### config.mk
export PLATFORM = sky130hd
export DESIGN_NAME = pic_vec_wb
export DESIGN_NICKNAME = d
export VERILOG_FILES = /design/src/rtl/pic_vec_wb.sv
export SDC_FILE = /design/constraint.sdc
export NUM_CORES = 1
export LEC_CHECK = 0
export ABC_CLOCK_PERIOD_IN_PS = 1800
export CORE_MARGIN = 2
export CORE_UTILIZATION = 40
export DETAILED_ROUTE_END_ITERATION = 10
export GPL_TIMING_DRIVEN = 0
export PLACE_DENSITY_LB_ADDON = 0.1
export SLEW_MARGIN = 20
export SYNTH_ARGS = -nofsm -noshare
export SYNTH_HDL_FRONTEND = slang
export SYNTH_SLANG_ARGS = --single-unit
### constraint.sdc
create_clock -name clk_i -period 1.8 [get_ports clk_i]
set_clock_uncertainty 0.2 [all_clocks]
set_input_delay 0.36 -clock clk_i [delete_from_list [all_inputs] [get_ports clk_i]]
set_output_delay 0.36 -clock clk_i [all_outputs]
set_load 0.03 [all_outputs]
### src/rtl/pic_vec_wb.sv
// Wishbone programmable interrupt controller with per-line polarity, input sync and a priority vector.
// Define PIC_EDGE_DETECT_EN to add the EDGE register, edge latches and history flops.
module pic_vec_wb #(
   parameter int          NUM_IRQ     = 32,
   parameter int          SYNC_STAGES = 2,
   parameter logic [31:0] MASK_RESET  = 32'h0
) (
   input  logic               clk_i,
   input  logic               rst_i,
   input  logic               cyc_i,
   input  logic               stb_i,
   input  logic [2:0]         adr_i,
   input  logic               we_i,
   input  logic [31:0]        dat_i,
   output logic [31:0]        dat_o,
   output logic               ack_o,
   output logic               int_o,
   input  logic [NUM_IRQ-1:0] irq_i
);

   logic [NUM_IRQ-1:0] w_irqSync;
   logic [NUM_IRQ-1:0] w_act;
   logic [NUM_IRQ-1:0] w_pending;
   logic [NUM_IRQ-1:0] w_status;
   logic [NUM_IRQ-1:0] r_mask;
   logic [NUM_IRQ-1:0] r_pol;
   logic [31:0]        w_edge32;
   logic [31:0]        w_vector;
   logic [31:0]        w_rdData;
   logic [4:0]         w_vecIdx;
   logic               w_access;
   logic               w_wr;
   logic               w_wrMask;
   logic               w_wrPol;

   generate
      if (SYNC_STAGES == 0) begin : g_noSync
         assign w_irqSync = irq_i;
      end else begin : g_sync
         logic [NUM_IRQ-1:0] r_syncChain [SYNC_STAGES];
         always_ff @(posedge clk_i) begin
            if (rst_i) begin
               for (int s = 0; s < SYNC_STAGES; s++) r_syncChain[s] <= '0;
            end else begin
               r_syncChain[0] <= irq_i;
               for (int s = 1; s < SYNC_STAGES; s++) r_syncChain[s] <= r_syncChain[s-1];
            end
         end
         assign w_irqSync = r_syncChain[SYNC_STAGES-1];
      end
   endgenerate

   // A new access is accepted only while ack is low, giving one ack per two cycles.
   assign w_access = cyc_i & stb_i & ~ack_o;
   assign w_wr     = w_access & we_i;
   assign w_wrMask = w_wr & (adr_i == 3'd1);
   assign w_wrPol  = w_wr & (adr_i == 3'd4);

   assign w_act = w_irqSync ^ r_pol;

`ifdef PIC_EDGE_DETECT_EN
   logic [NUM_IRQ-1:0] r_edge;
   logic [NUM_IRQ-1:0] r_latch;
   logic [NUM_IRQ-1:0] r_hist;
   logic [NUM_IRQ-1:0] w_rise;
   logic [NUM_IRQ-1:0] w_clr;
   logic [NUM_IRQ-1:0] w_ackHot;
   logic [NUM_IRQ-1:0] w_edgeFlip;
   logic               w_wrPend;
   logic               w_wrAck;
   logic               w_wrEdge;

   assign w_wrPend = w_wr & (adr_i == 3'd2);
   assign w_wrEdge = w_wr & (adr_i == 3'd3);
   assign w_wrAck  = w_wr & (adr_i == 3'd6);

   // Indices at or beyond NUM_IRQ simply match no bit, so they are ignored.
   always_comb begin
      w_ackHot = '0;
      for (int i = 0; i < NUM_IRQ; i++) w_ackHot[i] = (dat_i[4:0] == 5'(i));
   end

   assign w_rise     = w_act & ~r_hist;
   assign w_clr      = ({NUM_IRQ{w_wrPend}} & dat_i[NUM_IRQ-1:0]) | ({NUM_IRQ{w_wrAck}} & w_ackHot);
   assign w_edgeFlip = w_wrEdge ? (r_edge ^ dat_i[NUM_IRQ-1:0]) : '0;

   // Clear is applied before set so a coincident new edge survives; a mode change empties the latch.
   always_ff @(posedge clk_i) begin
      if (rst_i) begin
         r_edge  <= '0;
         r_latch <= '0;
         r_hist  <= '0;
      end else begin
         r_hist  <= w_act;
         r_latch <= ((r_latch & ~w_clr) | w_rise) & r_edge & ~w_edgeFlip;
         if (w_wrEdge) r_edge <= dat_i[NUM_IRQ-1:0];
      end
   end

   assign w_pending = (r_edge & r_latch) | (~r_edge & w_act);
   assign w_edge32  = 32'(r_edge);
`else
   assign w_pending = w_act;
   assign w_edge32  = '0;
`endif

   assign w_status = w_pending & r_mask;

   always_comb begin
      w_vecIdx = '0;
      for (int i = NUM_IRQ - 1; i >= 0; i--) begin
         if (w_status[i]) w_vecIdx = 5'(i);
      end
   end

   assign w_vector = {(|w_status), 26'b0, w_vecIdx};

   always_comb begin
      w_rdData = '0;
      case (adr_i)
         3'd0:    w_rdData = 32'(w_status);
         3'd1:    w_rdData = 32'(r_mask);
         3'd2:    w_rdData = 32'(w_pending);
         3'd3:    w_rdData = w_edge32;
         3'd4:    w_rdData = 32'(r_pol);
         3'd5:    w_rdData = w_vector;
         default: w_rdData = '0;
      endcase
   end

   always_ff @(posedge clk_i) begin
      if (rst_i) begin
         ack_o  <= 1'b0;
         dat_o  <= '0;
         int_o  <= 1'b0;
         r_mask <= MASK_RESET[NUM_IRQ-1:0];
         r_pol  <= '0;
      end else begin
         ack_o <= w_access;
         dat_o <= (w_access & ~we_i) ? w_rdData : '0;
         int_o <= |w_status;
         if (w_wrMask) r_mask <= dat_i[NUM_IRQ-1:0];
         if (w_wrPol)  r_pol  <= dat_i[NUM_IRQ-1:0];
      end
   end

endmodule
# [Word-level counts from Yosys, hierarchy flattened]
# Memory sizes are Yosys's and may differ from the RTL's.
# Index checks and enable logic that the tools add are counted.
[op_classes] addsub=0 multipliers=0 n_div=0 n_lt_le_gt_ge=0 eq_ne=4 n_shift=0 n_mux=38 bitwise=13 reduce_logical=3
[op_table] op="$mux 5" n=32
[op_table] op="$pmux 32 s5" n=1
[op_table] op="$mux 32" n=2
[op_table] op="$and 32x32->32" n=1
[op_table] op="$reduce_or 32->1" n=1
[op_table] op="$xor 32x32->32" n=1
[op_table] op="$and 1x1->1" n=6
[op_table] op="$eq 3x3->1 const B" n=2
[op_table] op="$eq 3x1->1 const B" n=1
[op_table] op="$eq 3x2->1 const B" n=1
[op_table] op="$logic_not 3->1" n=1
[op_table] op="$mux 1" n=3
[op_table] op="$not 1->1" n=3
[op_table] op="$or 1x1->1" n=2
[op_table] op="$reduce_or 2->1" n=1
[word_totals] reg_bits=98 latchBits=0 ramBits=64 rom_bits=0 in_bits=72 out_inout_bits=34 word_cells=64 n_memories=1
[memory_table] memory="g_sync.r_syncChain" depth=2 word_bits=32 read_ports=2 rd_clocked_by_memory_dff=0 wr=2 line_no="40" rtl="logic [NUM_IRQ-1:0] r_syncChain [SYNC_STAGES];"

# [Depth between registers and ports, before layout]
# Gate-level depths: netlist of the first run.
# An unclocked memory read counts as a cell.
[logic_depth] word_depth=36 depth_mapped=9 depth_no_buf=7

# [Worst setup path after synthesis of the first run]
# OpenSTA, ideal clock, no wires.
[synth_path] kind="register to register" start="register r_pol[25]" end="register dat_o[2]" setup_ns=0.072 t_arrival_ns=1.612 required_ns=1.528 slack_ns=-0.085 stages_incl_launch_ff=8 n_path_buf=0 synth_period_minus_slack_ns=1.885 cell_sequence="dfxtp_1 > xor2_1 > a22o_2 > a2111oi_2 > o21bai_1 > a311oi_1 > o21bai_1 > a21oi_1"
[synth_via] elab_chain_len=29
[synth_rtl] item="from (decl)" line_no="26" rtl="logic [NUM_IRQ-1:0] r_pol;"
[synth_rtl] item="from (signal assigned)" line_no="143" rtl="if (w_wrPol) r_pol <= dat_i[NUM_IRQ-1:0];"
[synth_rtl] item="$xor 32x32->32" line_no="59" rtl="assign w_act = w_irqSync ^ r_pol;"
[synth_rtl] item="$and 32x32->32" line_no="107" rtl="assign w_status = w_pending & r_mask;"
[synth_rtl] item="$mux 5 (26 in a row)" line_no="112" rtl="if (w_status[i]) w_vecIdx = 5'(i);"
[synth_rtl] item="$pmux 32 s5" line_no="120" rtl="case (adr_i)"
[synth_rtl] item="to (signal assigned)" line_no="140" rtl="dat_o <= (w_access & ~we_i) ? w_rdData : '0;"
[synth_rtl] item="to (decl)" line_no="15" rtl="output logic [31:0] dat_o,"
# Every way passes these cells.
# A chain may end at the register's enable or synchronous reset.

# [Worst setup path after layout of the first run]
[layout_path] start="register r_pol[29]" end="register dat_o[1]"
[layout_via] elab_chain_len=33
[layout_rtl] item="$xor 32x32->32" line_no="59"
[layout_rtl] item="$and 32x32->32" line_no="107"
[layout_rtl] item="$mux 5 (30 in a row)" line_no="112"
[layout_rtl] item="$pmux 32 s5" line_no="120"
# Every way passes these cells.

==> results of run 1 <==
[stage by stage]
| step | total power (µW) | setup TNS [ps] |
|---|---|---|
| after floorplan | 4065 | -57.30 |
| after global placement | 4371 | -121310 |
| after detailed placement | 4372 | -122540 |
| after CTS | 8040 | -925.5 |
| after global routing | 8266 | -1627 |
| final | 8012 | -1180 |
[power by group through the flow]
stage | combinational (µW) | clock (µW) | sequential (µW)
floorplan | 289 | 0 | 3780
global placement | 586 | 0 | 3790
detailed placement | 586 | 0 | 3790
CTS | 622 | 3710 | 3710
global route | 695 | 3850 | 3720
finish | 647 | 3650 | 3710
[cell usage in the layout, fill, tap and decap left out, types with 4 or more instances in the layout]
cell,synthesis,final
a21o_1,9,9
a21oi_1,109,104
a21oi_2,0,5
a22oi_1,13,7
a22oi_2,0,6
a31oi_1,12,10
a32oi_1,24,24
and2_1,6,6
buf_4,0,28
clkbuf_1,46,12
clkbuf_16,0,18
clkbuf_2,0,25
clkbuf_4,0,8
clkdlybuf4s50_1,0,67
clkinvlp_4,0,4
dfxtp_1,162,143
dfxtp_2,0,16
dlygate4sd2_1,0,33
inv_1,34,34
nand2_1,179,175
nand3_1,5,4
nor2_1,32,28
nor2b_1,86,85
o21a_1,4,4
o21ai_0,19,12
o21ai_2,0,4
o21bai_1,21,21
o22a_1,19,19
o22ai_1,7,7
o31a_1,5,5
xor2_1,22,6
xor2_2,1,15
[worst paths after layout]
check | slack, ps | cells past startpoint | to
min reg2reg | 230 | 1 | g_sync.r_syncChain[0][39]
max reg2reg | -220 | 8 | dat_o[1]
max | -220 | 8 | dat_o[1]
min | 80 | 3 | ack_o
[tightest hold or removal path, cell delays in order]
cell	delay, ps
dlymetal6s2s_1	130
nand2_2	110
nor3_2	60
[routing by layer]
layer  routed length [µm]  track usage (%)  vias up
li1                     -                -     3220
met1                 9533            29.94     3161
met2                10600            40.47      200
met3                 1125            4.963       35
met4                  460            7.755        2
met5                   10                0        -
[layout make-up]
class / instances / share of cell area (%)
Multi-Input combinational cell: 612 / 39.77
Buffer: 50 / 3.031
Clock inverter: 10 / 1.411
Clock buffer: 21 / 4.703
Timing Repair Buffer: 129 / 12.58
Tap cell: 225 / 2.940
Sequential cell: 162 / 34.19
Inverter: 35 / 1.372
[what timing repair did]
| action | in CTS | in global routing |
|---|---|---|
| endpoints found under the hold margin | 0 | 0 |
| resized for setup | 140 | 59 |
| setup buffers | 18 | 7 |
| pin swaps | 32 | 22 |
| setup endpoints to repair | 176 | 102 |
| gates cloned | 0 | 1 |
| hold buffers | 0 | 0 |
[registers in the layout, summed over array words and instances (netlist names)]
signal	flops
g_sync.r_syncChain	64
ack_o	1
r_pol	32
r_mask	32
int_o	1
dat_o	32
[kinds of logic (layout without fill, tap and decap cells)]
logic type,Yosys count,in the layout,share of synthesized area (%)
AND/OR/NAND/NOR,327,327,21.79
XOR/XNOR,24,24,3.100
AO/OA/AOI/OAI,261,261,24.27
flip-flops,162,162,46.18
buffers and inverters,86,245,4.668
==> out/metrics.cfg, run 1 <==
[clocking]
htreeDepth=4
clock_path_buffers=2
cts_tree=done
path_clk_slew_ps=60
root_buffer=clkbuf_16
clock_latency_ps=430
numCtsBuffers=17
clock-sinks=162

[synth]
synth_cell_types=49
synth-seq-cells=162
synthesis.area_um2=7023
yosysWarnings=0
async_reset_ff_share_pct=0
yosys.area.top_type=dfxtp_1
syn_area_per_cell_um2=8.166
seq_area_frac_synth_pct=46.18
synth_enable_flop_cells=0
synth_common_cells=nand2_1, dfxtp_1, a21oi_1
netlist_instances=860
ys.flop_type=dfxtp_1
synth_most_common_cell=nand2_1
synth_area_leaders=dfxtp_1, nand2_1, a21oi_1, nor2b_1, a32oi_1
syn_nets=932
synth_top_area_share_pct=46.18

[timing]
hold_slack_ps=78.60
drv_slew=0
slew_headroom_pct=54.77
hold_viol=0
min_period_over_period_pct=112.4
finalSetupViolations=7
worst_slack_ps=-222.9
rsz0062_at_grt=true
period_needed_ps=2023
clock.fmax_ghz=0.4943
worst_slew_pin_slew_ps=678.5

[final_layout]
drive_gt1_share_pct=17.47
fillers=1619
antenna_cells=0
regArea_um2=3274
stdcell_area_um2=9577
syn2layout_area_growth_pct=36.36
instances_no_fill=1244
nets=1079
fin_util_pct=55.56
multi_input_area_um2=3809

[worst_hold_path]
worst_hold_startpoint=cyc_i
hold_path_class=input port to flip-flop

[drt]
drc_errors=0
vias=6618
vias_per_cell=5.320
wl_um=21730
wire_per_inst_um=17.47
drtAntennaViolNets=0
drt_first_pass_iters=5
drtIter0Drc=428

[power]
power_density_nw_per_um2=836.6
power_frac_comb_pct=8.1
vdd_drop_max_mv=0.6659
p_leak_uw=0.003642
swShare_pct=23.07
p_clk_share_pct=45.6
power.switching_uw=1848
power.internal_uw=6164
p_seq_share_pct=46.3

[placed_design]
dp.cells=1188
gp_congestion=0.8930
io_buffer_count=103
dp_hpwl_um=14640
place_area_um2=8362
pre_cts_ws_ps=-1352

[worst_setup_path]
worst_path_max_delay_cell=dfxtp_4
arrival_ps=2190
startpoint=r_pol[29]
slowest_delay_ps=360
critPathKind=flip-flop to flip-flop
regToRegStartpoint=r_pol[29]
worstPathCellList=xor2_4, a22oi_2, buf_4, a21boi_2, o21ai_2, o2111ai_2, a31oi_2, o21a_1
endpoint_kind=flip-flop
critPathBufInv=1
start_kind=flip-flop
cp_max_fo=3
critPathTopFamily=compound AO/OA/AOI/OAI gates
critPathRequiredTime_ps=1970

[global_routing]
grt_pass1_wl_um=33430
grt_pass1_vias=6238
antenna_found_initial=1
grt_overflow=0
grt_use_total_pct=23.75
grt_max_degree=17

[floorplan]
core_area_um2=17240
die_y_um=136.5
num_rows=48
dieWidth_um=136.5
die-area_um2=18630
start_util_pct=40.74
io_pins=106

[outcome]
violations=negative setup slack
status=complete, but fails checks

[job]
max_cap_violations=0

Power figures use the tool's default switching activity.
==> run 2, diff against run 1 <==
--- a/config.mk
+++ b/config.mk
@@ -9,7 +9,6 @@
 export CORE_MARGIN = 2
 export CORE_UTILIZATION = 40
 export DETAILED_ROUTE_END_ITERATION = 10
-export GPL_TIMING_DRIVEN = 0
 export PLACE_DENSITY_LB_ADDON = 0.1
 export SLEW_MARGIN = 20
 export SYNTH_ARGS = -nofsm -noshare
==> constraint.sdc (replaced) <==
create_clock -name clk_i -period 1.8 [get_ports clk_i]
set_clock_uncertainty 0.2 [all_clocks]
set_input_delay 0.36 -clock clk_i [delete_from_list [all_inputs] [get_ports clk_i]]
set_output_delay 0.36 -clock clk_i [all_outputs]
set_load 0.05 [all_outputs]
==> out/metrics.cfg, run 2 (synthesis results as in run 1) <==
[outcome]
status=complete, but fails checks
violations=negative setup slack

[worst_setup_path]
critPathTopFamily=compound AO/OA/AOI/OAI gates
start_kind=flip-flop
endpoint_kind=flip-flop
cp_max_fo=3
slowest_delay_ps=330
worst_path_max_delay_cell=dfxtp_2
critPathKind=flip-flop to flip-flop
arrival_ps=2160
worstPathCellList=xor2_2, a22oi_2, nand4_1, nor3_2, buf_4, a31oi_1, o21a_1
critPathRequiredTime_ps=1920
critPathBufInv=1

[global_routing]
met2_usage_pct=38.53
grt_use_total_pct=23.62
antenna_found_initial=0
grt_overflow=0
grtUsageMet1_pct=31.40
grtUsageMet3_pct=4.370
busiest_layer=met2
grt_pass1_vias=6512
grt_pass1_wl_um=33790
grt_max_degree=130

[drt]
wl_um=21740
vias_per_cell=5.189
vias=6819
drt_first_pass_iters=6
wire_per_inst_um=16.54
drtIter0Drc=565
drtAntennaViolNets=0
drc_errors=0

[job]
max_cap_violations=0

[clocking]
path_clk_slew_ps=60
clock_latency_ps=430
numCtsBuffers=17
cts_tree=done
clock-sinks=162
htreeDepth=4
clock_path_buffers=2
root_buffer=clkbuf_16

[final_layout]
nets=1147
stdcell_area_um2=10570
drive_gt1_share_pct=25.18
syn2layout_area_growth_pct=50.49
fillers=1502
largest_reg_flops=64
final_common_cell=nand2_1
regMostFlops=g_sync.r_syncChain
final_cell_mix=nand2_1, dfxtp_1, buf_4

[timing]
clock.fmax_ghz=0.4900
finalSetupViolations=7
worst_slew_pin_slew_ps=569.7
worst_slack_ps=-241.0
hold_slack_ps=233.1
drv_slew=0
min_period_over_period_pct=113.4
rsz0062_at_grt=true
period_needed_ps=2041
hold_viol=0
slew_headroom_pct=62.02

[power]
vdd_drop_max_mv=0.6733
power_density_nw_per_um2=779.9
p_leak_uw=0.004078

[floorplan]
die-area_um2=18630
io_pins=106
num_rows=48
dieWidth_um=136.5
core_area_um2=17240
die_y_um=136.5
start_util_pct=40.74

[placed_design]
io_buffer_count=105
place_area_um2=9428
dp_hpwl_um=13490
pre_cts_ws_ps=-630.3
gp_congestion=0.8201

[worst_hold_path]
hold_path_class=flip-flop to flip-flop

-- run 2: power breakdown --
group	internal (µW)	switching, µW
registers	3660	43.1
clock network	2400	1450
logic	355	338
total	6410	1830
-- run 2: cell type report --
| cell class | instances | area, µm² | share of cell area [%] |
|---|---|---|---|
| Multi-Input combinational cell | 613 | 3736 | 35.35 |
| Clock buffer | 24 | 471.7 | 4.463 |
| Timing Repair Buffer | 246 | 2517 | 23.82 |
| Inverter | 35 | 131.4 | 1.243 |
| Antenna cell | 1 | 2.502 | 0.02368 |
| Tap cell | 225 | 281.5 | 2.664 |
| Clock inverter | 8 | 151.4 | 1.432 |
| Sequential cell | 162 | 3277 | 31.01 |
-- run 2: what timing repair did --
| action | 4_1_cts | 5_1_grt |
|---|---|---|
| setup buffers | 6 | 8 |
| pin swaps | 24 | 16 |
| endpoints found under the hold margin | 1 | 0 |
| hold buffers | 1 | 0 |
| endpoints found under the setup margin | 97 | 33 |
| resized for setup | 51 | 37 |
| gates cloned | 3 | 2 |
-- run 2: final timing paths --
kind / slack, ps / to / cells after the start / from
worst max-delay path: -240 / dat_o[31] / 7 / g_sync.r_syncChain[0][61]
worst min-delay path: 230 / g_sync.r_syncChain[0][45] / 1 / g_sync.r_syncChain[0][13]
worst max register to register: -240 / dat_o[31] / 7 / g_sync.r_syncChain[0][61]
worst min register to register: 230 / g_sync.r_syncChain[0][45] / 1 / g_sync.r_syncChain[0][13]
-- run 2: stage by stage --
step                      TNS [ps]  cells  total power [µW]  util, %
after floorplan             -57.31    860              4068        -
after global routing         -1531   1313              8499    61.30
after CTS                   -932.3   1304              8290    59.94
after global placement      -49850   1263              4415    54.70
after detailed placement    -51090   1263              4420    54.70
final                        -1146   1314              8242    61.32
-- run 2: layer usage --
metal / wire [µm] / up-vias / share of wire (%)
met3: 1237 / 33 / 5.7
met2: 10420 / 202 / 48
met1: 9607 / 3214 / 44
met5: 0 / - / 0
met4: 471 / 0 / 2.2
li1: - / 3370 / -
==> run 3, diff against run 2 <==
--- a/config.mk
+++ b/config.mk
@@ -5,9 +5,8 @@
 export SDC_FILE = /design/constraint.sdc
 export NUM_CORES = 1
 export LEC_CHECK = 0
-export ABC_CLOCK_PERIOD_IN_PS = 1800
 export CORE_MARGIN = 2
-export CORE_UTILIZATION = 40
+export CORE_UTILIZATION = 49
 export DETAILED_ROUTE_END_ITERATION = 10
 export PLACE_DENSITY_LB_ADDON = 0.1
 export SLEW_MARGIN = 20
==> constraint.sdc (replaced) <==
create_clock -name clk_i -period 1.65 [get_ports clk_i]
set_clock_uncertainty 0.2 [all_clocks]
set_input_delay 0.33 -clock clk_i [delete_from_list [all_inputs] [get_ports clk_i]]
set_output_delay 0.33 -clock clk_i [all_outputs]
set_load 0.05 [all_outputs]
==> out/metrics.cfg, run 3 (synthesis results as in run 1) <==
[final_layout]
largest_reg_flops=64
final_common_cell=nand2_1
regMostFlops=g_sync.r_syncChain
antenna_cells=0
fin_util_pct=78.96
regArea_um2=3276
nets=1179
drive_gt1_share_pct=29.67
stdcell_area_um2=11000
final_cell_mix=nand2_1, buf_4, dfxtp_1
fillers=935
multi_input_area_um2=3846
syn2layout_area_growth_pct=56.67

[worst_setup_path]
critPathKind=flip-flop to flip-flop
critPathTopFamily=compound AO/OA/AOI/OAI gates
endpoint_kind=flip-flop
worst_path_max_delay_cell=dfxtp_1
worst-r2r-setup-slack_ps=-510
slowest_delay_ps=390
critPathBufInv=2
critPathRequiredTime_ps=1820
arrival_ps=2330
start_kind=flip-flop
worstPathCellList=xor2_2, a22oi_2, a2111oi_4, buf_4, o21bai_1, a311oi_1, buf_4, o21bai_1, a21oi_1
cp_max_fo=2

[drt]
drtAntennaViolNets=0
vias=7337
drt_first_pass_iters=5
vias_per_cell=5.648
wire_per_inst_um=18.07
drtIter0Drc=569
drc_errors=0
wl_um=23470

[global_routing]
grt_overflow=0
grt_max_degree=130
antenna_found_initial=0
grt_pass1_vias=7247
grt_use_total_pct=30.66
grt_pass1_wl_um=35600

[floorplan]
start_util_pct=50.40
die-area_um2=15310
num_rows=43
io_pins=106
die_y_um=123.7
dieWidth_um=123.7
core_area_um2=13930

[clocking]
clock-sinks=162
cts_tree=done
path_clk_slew_ps=70
clock_latency_ps=430
numCtsBuffers=17
root_buffer=clkbuf_16
htreeDepth=4
clock_path_buffers=2

[worst_hold_path]
hold_path_class=flip-flop to flip-flop

[placed_design]
dp_hpwl_um=14640
io_buffer_count=105
place_area_um2=9702
gp_congestion=0.8841

[timing]
worst_slack_ps=-512.9
finalSetupViolations=10
worst_slew_pin_slew_ps=586.5
fin_tns_setup_ps=-2756
slew_headroom_pct=60.90
period_needed_ps=2163
hold_viol=0
hold_slack_ps=235.1
min_period_over_period_pct=131.1
rsz0062_at_grt=true
drv_slew=0
clock.fmax_ghz=0.4623

[power]
vdd_drop_max_mv=0.7511
p_leak_uw=0.004381
power_density_nw_per_um2=796.0

[job]
max_cap_violations=0

[outcome]
status=complete, but fails checks
violations=negative setup slack

run 3: routing by layer:
metal | global-route usage (%) | up-vias | wire (µm)
met1 | 35.56 | 3501 | 9294
li1 | - | 3433 | -
met2 | 53.88 | 335 | 11860
met5 | 0 | - | 0
met3 | 6.639 | 68 | 1568
met4 | 14.06 | 0 | 748
run 3: metrics by stage:
stage	worst slack, ps	power (µW)	cells
floorplan	-135.1	4453	860
detailed placement	-696.9	4849	1240
CTS	-471.1	8750	1296
global placement	-655.2	4830	1240
global route	-643.4	9020	1299
finish	-512.9	8759	1299
run 3: final timing paths:
| check | end | depth (start not counted) | start |
|---|---|---|---|
| hold reg to reg | g_sync.r_syncChain[0][55] | 1 | g_sync.r_syncChain[0][23] |
| setup / recovery | dat_o[2] | 9 | g_sync.r_syncChain[0][60] |
| setup reg to reg | dat_o[2] | 9 | g_sync.r_syncChain[0][60] |
| hold / removal | g_sync.r_syncChain[0][55] | 1 | g_sync.r_syncChain[0][23] |
run 3: repair_timing:
item / in CTS / in global routing
buffers inserted: 16 / 5
pin swaps: 28 / 29
hold endpoints to repair: 1 / 0
resized for setup: 59 / 54
hold buffers: 1 / 0
setup endpoints to repair: 97 / 41
cloned: 9 / 0
run 3: worst reg2reg max path, stage by stage, from the launching register on:
cell and delay (ps):
dfxtp_1 390, xor2_2 200, a22oi_2 130, a2111oi_4 380
buf_4 170, o21bai_1 70, a311oi_1 230, buf_4 160
o21bai_1 70, a21oi_1 110
run 3: layout make-up:
| class | count | area share, % |
|---|---|---|
| Multi-Input combinational cell | 612 | 34.96 |
| Sequential cell | 162 | 29.77 |
| Timing Repair Buffer | 279 | 26.84 |
| Clock buffer | 17 | 3.866 |
| Tap cell | 180 | 2.047 |
| Clock inverter | 14 | 1.308 |
| Inverter | 35 | 1.217 |
run 3: power by group:
part	internal [µW]	switching, µW
registers	3990	49.5
clock network	2120	1770
logic	427	396
total	6540	2220
